<file path="src/rtl/mips_alu_pkg.sv">
// Shared MIPS ALU definitions: operation codes, opcode/funct encodings
// and the decoded-op bundle used by the decoder and the ALU.
package mips_alu_pkg;

    localparam logic [3:0] ALU_AND  = 4'b0000;
    localparam logic [3:0] ALU_OR   = 4'b0001;
    localparam logic [3:0] ALU_ADD  = 4'b0010;
    localparam logic [3:0] ALU_SLLV = 4'b0011;
    localparam logic [3:0] ALU_XOR  = 4'b0100;
    localparam logic [3:0] ALU_SRLV = 4'b0101;
    localparam logic [3:0] ALU_SUB  = 4'b0110;
    localparam logic [3:0] ALU_SLT  = 4'b0111;
    localparam logic [3:0] ALU_SRAV = 4'b1000;
    localparam logic [3:0] ALU_SLTU = 4'b1001;
    localparam logic [3:0] ALU_LUI  = 4'b1010;
    localparam logic [3:0] ALU_SRA  = 4'b1011;
    localparam logic [3:0] ALU_NOR  = 4'b1100;
    localparam logic [3:0] ALU_SLL  = 4'b1110;
    localparam logic [3:0] ALU_SRL  = 4'b1111;

    localparam logic [5:0] OP_RTYPE = 6'b000000;
    localparam logic [5:0] OP_BEQ   = 6'b000100;
    localparam logic [5:0] OP_BNE   = 6'b000101;
    localparam logic [5:0] OP_ADDI  = 6'b001000;
    localparam logic [5:0] OP_ADDIU = 6'b001001;
    localparam logic [5:0] OP_SLTI  = 6'b001010;
    localparam logic [5:0] OP_SLTIU = 6'b001011;
    localparam logic [5:0] OP_ANDI  = 6'b001100;
    localparam logic [5:0] OP_ORI   = 6'b001101;
    localparam logic [5:0] OP_XORI  = 6'b001110;
    localparam logic [5:0] OP_LUI   = 6'b001111;
    localparam logic [5:0] OP_LW    = 6'b100011;
    localparam logic [5:0] OP_SW    = 6'b101011;

    localparam logic [5:0] FN_SLL  = 6'b000000;
    localparam logic [5:0] FN_SRL  = 6'b000010;
    localparam logic [5:0] FN_SRA  = 6'b000011;
    localparam logic [5:0] FN_SLLV = 6'b000100;
    localparam logic [5:0] FN_SRLV = 6'b000110;
    localparam logic [5:0] FN_SRAV = 6'b000111;
    localparam logic [5:0] FN_ADD  = 6'b100000;
    localparam logic [5:0] FN_ADDU = 6'b100001;
    localparam logic [5:0] FN_SUB  = 6'b100010;
    localparam logic [5:0] FN_SUBU = 6'b100011;
    localparam logic [5:0] FN_AND  = 6'b100100;
    localparam logic [5:0] FN_OR   = 6'b100101;
    localparam logic [5:0] FN_XOR  = 6'b100110;
    localparam logic [5:0] FN_NOR  = 6'b100111;
    localparam logic [5:0] FN_SLT  = 6'b101010;
    localparam logic [5:0] FN_SLTU = 6'b101011;

    typedef struct packed {
        logic [3:0] alu_control;
        logic       alu_src_imm;
        logic [4:0] shamt;
        logic       illegal;
    } dec_op_t;

    localparam int DEC_OP_W = $bits(dec_op_t);

endpackage

</file>
<file path="src/rtl/alu_op_queue.sv">
// Two-entry valid/ready buffer; 1-bit read/write pointers and a 2-bit count.
module alu_op_queue
    import mips_alu_pkg::*;
#(
    parameter int W = DEC_OP_W
) (
    input  logic         clk,
    input  logic         rst,
    input  logic         in_valid,
    output logic         in_ready,
    input  logic [W-1:0] in_data,
    output logic         out_valid,
    input  logic         out_ready,
    output logic [W-1:0] out_data
);

    logic [W-1:0] mem [2];
    logic         wr_ptr;
    logic         rd_ptr;
    logic [1:0]   count;
    logic         push;
    logic         pop;
    logic         sel;

    assign in_ready  = (count != 2'd2);
    assign out_valid = (count != 2'd0);
    assign push      = in_valid & in_ready;
    assign pop       = out_valid & out_ready;

    // When drained, keep showing the entry that was last at the head.
    assign sel      = (count == 2'd0) ? ~rd_ptr : rd_ptr;
    assign out_data = mem[sel];

    always_ff @(posedge clk) begin
        if (rst) begin
            mem[0] <= '0;
            mem[1] <= '0;
            wr_ptr <= 1'b0;
            rd_ptr <= 1'b0;
            count  <= 2'd0;
        end else begin
            if (push) begin
                mem[wr_ptr] <= in_data;
                wr_ptr      <= ~wr_ptr;
            end
            if (pop) begin
                rd_ptr <= ~rd_ptr;
            end
            unique case ({push, pop})
                2'b10:   count <= count + 2'd1;
                2'b01:   count <= count - 2'd1;
                default: count <= count;
            endcase
        end
    end

endmodule

</file>
<file path="src/rtl/alu_op_decoder.sv">
// MIPS opcode/funct -> ALU op decoder feeding a 2-entry handshake queue.
// Optional illegal-encoding counter enabled by ALU_DEC_STATS_EN.
module alu_op_decoder
    import mips_alu_pkg::*;
(
    input  logic        clk,
    input  logic        rst,
    input  logic        in_valid,
    output logic        in_ready,
    input  logic [31:0] instr,
    output logic        out_valid,
    input  logic        out_ready,
    output logic [3:0]  alu_control,
    output logic        alu_src_imm,
    output logic [4:0]  shamt,
    output logic        illegal
`ifdef ALU_DEC_STATS_EN
    ,
    output logic [15:0] illegal_count
`endif
);

    logic [5:0] opcode;
    logic [5:0] funct;
    dec_op_t    dec;
    dec_op_t    head;
    logic       push;

    assign opcode = instr[31:26];
    assign funct  = instr[5:0];
    assign push   = in_valid & in_ready;

    always_comb begin
        dec             = '0;
        dec.shamt       = instr[10:6];
        dec.alu_src_imm = 1'b1;
        unique case (opcode)
            OP_RTYPE: begin
                dec.alu_src_imm = 1'b0;
                unique case (funct)
                    FN_ADD,
                    FN_ADDU: dec.alu_control = ALU_ADD;
                    FN_SUB,
                    FN_SUBU: dec.alu_control = ALU_SUB;
                    FN_AND:  dec.alu_control = ALU_AND;
                    FN_OR:   dec.alu_control = ALU_OR;
                    FN_XOR:  dec.alu_control = ALU_XOR;
                    FN_NOR:  dec.alu_control = ALU_NOR;
                    FN_SLT:  dec.alu_control = ALU_SLT;
                    FN_SLTU: dec.alu_control = ALU_SLTU;
                    FN_SLL:  dec.alu_control = ALU_SLL;
                    FN_SRL:  dec.alu_control = ALU_SRL;
                    FN_SRA:  dec.alu_control = ALU_SRA;
                    FN_SLLV: dec.alu_control = ALU_SLLV;
                    FN_SRLV: dec.alu_control = ALU_SRLV;
                    FN_SRAV: dec.alu_control = ALU_SRAV;
                    default: dec.illegal     = 1'b1;
                endcase
            end
            OP_ADDI,
            OP_ADDIU,
            OP_LW,
            OP_SW:    dec.alu_control = ALU_ADD;
            OP_ANDI:  dec.alu_control = ALU_AND;
            OP_ORI:   dec.alu_control = ALU_OR;
            OP_XORI:  dec.alu_control = ALU_XOR;
            OP_SLTI:  dec.alu_control = ALU_SLT;
            OP_SLTIU: dec.alu_control = ALU_SLTU;
            OP_LUI:   dec.alu_control = ALU_LUI;
            OP_BEQ,
            OP_BNE: begin
                dec.alu_control = ALU_SUB;
                dec.alu_src_imm = 1'b0;
            end
            default: begin
                dec.alu_src_imm = 1'b0;
                dec.illegal     = 1'b1;
            end
        endcase
        // Unsupported encodings never issue a real operation.
        if (dec.illegal) begin
            dec.alu_control = ALU_AND;
            dec.alu_src_imm = 1'b0;
        end
    end

    alu_op_queue #(
        .W (DEC_OP_W)
    ) u_queue (
        .clk       (clk),
        .rst       (rst),
        .in_valid  (in_valid),
        .in_ready  (in_ready),
        .in_data   (dec),
        .out_valid (out_valid),
        .out_ready (out_ready),
        .out_data  (head)
    );

    assign alu_control = head.alu_control;
    assign alu_src_imm = head.alu_src_imm;
    assign shamt       = head.shamt;
    assign illegal     = head.illegal;

`ifdef ALU_DEC_STATS_EN
    always_ff @(posedge clk) begin
        if (rst) begin
            illegal_count <= 16'd0;
        end else if (push && dec.illegal && illegal_count != 16'hFFFF) begin
            illegal_count <= illegal_count + 16'd1;
        end
    end
`else
    logic unused_push;
    assign unused_push = push;
`endif

endmodule

</file>
<file path="config.mk">
export PLATFORM = sky130hd
export DESIGN_NAME = alu_op_decoder
export DESIGN_NICKNAME = d
export VERILOG_FILES = /design/src/rtl/mips_alu_pkg.sv /design/src/rtl/alu_op_queue.sv /design/src/rtl/alu_op_decoder.sv
export SDC_FILE = /design/constraint.sdc
export NUM_CORES = 1
export LEC_CHECK = 0
export CAP_MARGIN = 20
export CORE_AREA = 2 2 61 63
export CTS_BUF_LIST = sky130_fd_sc_hd__clkbuf_16
export DETAILED_ROUTE_END_ITERATION = 16
export DIE_AREA = 0 0 63 65
export PLACE_DENSITY_LB_ADDON = 0.2
export SLEW_MARGIN = 20
export SYNTH_ARGS = -nofsm -noshare
export SYNTH_HDL_FRONTEND = slang
export SYNTH_SLANG_ARGS = --single-unit
export TNS_END_PERCENT = 20
</file>
<file path="constraint.sdc">
create_clock -name clk -period 1.8 [get_ports clk]
set_input_delay 0.27 -clock clk [delete_from_list [all_inputs] [get_ports clk]]
set_output_delay 0.27 -clock clk [all_outputs]
set_load 0.005 [all_outputs]
</file>
==> impl_metrics.ini <==
[routing]
drc = 0
first_iter_violations = 25
ant_nets = 0
dr.pass1.iters = 4
vias = 1259
drt_wl_total_mm = 3.44
via_per_inst = 5.14
drt-wirelength-per-cell_um = 14.1

[layout]
nets = 235
post_route_cells_drive_above_1_share = 0.345
finalInstanceArea_um2 = 2340
final_cells = 245
utilization = 0.670
diodes = 0
area_growth_pct = 55.0

[worst_setup_path]
r2r_end = u_queue.count[1]
end_kind = output port
critPathLaunchType = flip-flop
crit_path_max_fanout = 3
critPathMaxStageDelay_ps = 310
r2r-start = u_queue.count[0]
path_class = reg2out
arrival_ps = 1690
r2r_cells = 7
cp_common_cell = buf_6
crit_chain = or2_4 > xor2_4 > buf_6 > buf_6 > mux2_4 > buf_6
cp_slowest_cell = dfxtp_1
r2r_setup_slack_ps = 60
cp.required_ps = 1530

[logic_synthesis]
yosys.area_share.simple = 0.218
ys_seq_area_frac = 0.490
netlist.area_leader.share = 0.437
synth_fa_ha_area_frac = 0.00829
syn_avg_cell_area_um2 = 10.9
synth_top_family_by_area = simple AND/OR/NAND/NOR gates
synthTopCellsByCount = edfxtp_1, nor2_1, and2_1, mux2_1, nand2b_1
yosys.area.top_type = edfxtp_1
ys.flop_type = edfxtp_1
synthesis.area_um2 = 1510
synth_area_leaders = edfxtp_1, mux2_1, dfxtp_1
synth_mux_area_frac = 0.102
synth-seq-cells = 26
syn-num-nets = 175
syn-instance-count = 138
synthXorXnorAreaFrac = 0.0406
yosysMostFrequentCell = edfxtp_1
synth_edf_count = 22
synth-warning-count = 0
synth_cell_types = 44
async_reset_ff_frac = 0
synth_compound_area_frac = 0.114

[clock_network]
clk_path_buf_depth = 2
clkTransAtPathRegs_ps = 60
cts_tree = yes
cts_hold_buf = 0
clock-sinks = 26
cts-buffers-inserted = 3
clock_latency_ps = 260
htreeDepth = 1
ctsRootBufferMaster = clkbuf_16

[global_route]
grt_pass1_wl_mm = 5.60
antenna_found_initial = 0
overflow = 0
grt_start_max_net_pins = 16
first_global_vias = 1246
grtUsageTotal = 0.176

[placement]
io_buffers = 33
hpwl_mm = 2.49
placed_area_um2 = 2060
gp_congestion = 0.861
placedCellCount = 235
pre_cts_slack_ps = -241

[hold_path]
hold_depth = 3
worstHoldEndpoint = u_queue.count[0]
hold_path_class = reg2reg
min_from = u_queue.count[0]

[floorplanning]
ioPinCount = 49
rows = 22
dieArea_um2 = 4100
core-area_um2 = 3500
die_width_um = 63
initial_utilization = 0.432
die_h_um = 65

[timing]
slew-limit-headroom = 0.713
period_share = 1.09
skew_ps = 2.55
worstMarginPinSlew_ps = 428
grt_setup_unrepaired = yes
period_minus_slack_ps = 1960
finalMaxSlewViolations = 0
hold_violations = 0
fmax_mhz = 509
setup_viol = 11
timing.final.ws_setup_ps = -163

[power_and_ir_drop]
p_total_mw = 3.38
p_leak_nw = 0.974
peakVddDrop_mv = 0.792
power.density_nw_per_um2 = 1440

[run_status]
violations = negative setup slack
outcome = finished, violations left

[run]
drv_cap = 0
==> area by class of cell <==
cell class | instances | area (um^2)
Fill cell | 277 | 1150
Multi-Input combinational cell | 102 | 820
Sequential cell | 26 | 742
Timing Repair Buffer | 63 | 607
Clock buffer | 3 | 75.1
Tap cell | 48 | 60.1
Clock inverter | 1 | 30.0
Inverter | 2 | 7.51
==> layout by cell type, fill, tap and decap left out, types with 2 or more instances in the layout <==
| master | count |
|---|---|
| dfxtp_1 | 3 |
| a32o_1 | 2 |
| clkbuf_16 | 3 |
| nand2b_1 | 7 |
| nor3_2 | 2 |
| mux2i_1 | 3 |
| o2bb2ai_2 | 2 |
| a21oi_1 | 2 |
| xnor2_1 | 4 |
| and3_1 | 5 |
| xor2_1 | 2 |
| clkdlybuf4s50_1 | 21 |
| a32oi_1 | 2 |
| and2_1 | 11 |
| buf_6 | 17 |
| buf_4 | 23 |
| edfxtp_1 | 22 |
| mux2_4 | 11 |
| nand2_1 | 5 |
| o21bai_1 | 2 |
| inv_1 | 2 |
| nor2b_1 | 2 |
| o21ai_0 | 2 |
| nor2_1 | 15 |
| or3_1 | 3 |
==> state kept, by name (all words and copies together) (netlist names) <==
name / count
u_queue.wr_ptr: 1
u_queue.rd_ptr: 1
u_queue.mem: 22
u_queue.count: 2
==> critical path: cells and delay by family (launching register included) <==
family | cells | cell delay [ps]
buf+inv | 3 | 370
flops | 1 | 310
mux | 1 | 300
simple gates | 1 | 270
xor+xnor | 1 | 180
==> metal layers <==
layer / global-route usage / vias to the layer above / wire (um)
li1: - / 633 / -
met1: 0.229 / 595 / 1550
met2: 0.311 / 31 / 1750
met3: 0.0208 / 0 / 148
met4: 0.0417 / 0 / 0
met5: 0 / - / 0
==> power by group <==
part | switching (mW) | internal [mW] | total, mW
clock network | 0.195 | 0.442 | 0.637
logic | 0.675 | 1.23 | 1.91
registers | 0.0617 | 0.774 | 0.836
==> what timing repair did <==
| item | in CTS | in global routing |
|---|---|---|
| pin swaps | 3 | 4 |
| setup buffers | 5 | 0 |
| gates cloned | 1 | 0 |
| endpoints found under the setup margin | 12 | 22 |
| resized for setup | 78 | 4 |
==> logic make-up (layout without fill, tap and decap cells) <==
| group | count (synthesis) | count (layout) |
|---|---|---|
| adders and majority gates | 1 | 1 |
| buffers and inverters | 10 | 69 |
| xor gates and xnor gates | 7 | 7 |
| muxes | 14 | 14 |
| and+or+nand+nor | 58 | 58 |
| DFF | 26 | 26 |
| AOI/OAI and AO/OA | 22 | 22 |
==> worst max path at each step <==
stage | start | to | slack (ps) | cells after the start
6_report | u_queue.count[0] | alu_control[3] | -160 | 6
5_1_grt | u_queue.count[0] | alu_control[3] | -210 | 6
4_1_cts | u_queue.count[1] | alu_src_imm | -200 | 6
3_5_place_dp | instr[27] | u_queue.mem[0][10] | -240 | 6
3_3_place_gp | instr[27] | u_queue.mem[1][10] | -220 | 6
2_1_floorplan | u_queue.count[0] | u_queue.mem[1][0] | 130 | 5
==> metrics by stage <==
stage	TNS (ps)	hold slack, ps
after floorplan	0	467
after global placement	-3450	578
after detailed placement	-3900	602
after CTS	-1820	618
after global routing	-1930	672
final	-1420	624
Note: power is estimated with default switching activity, not from simulation.
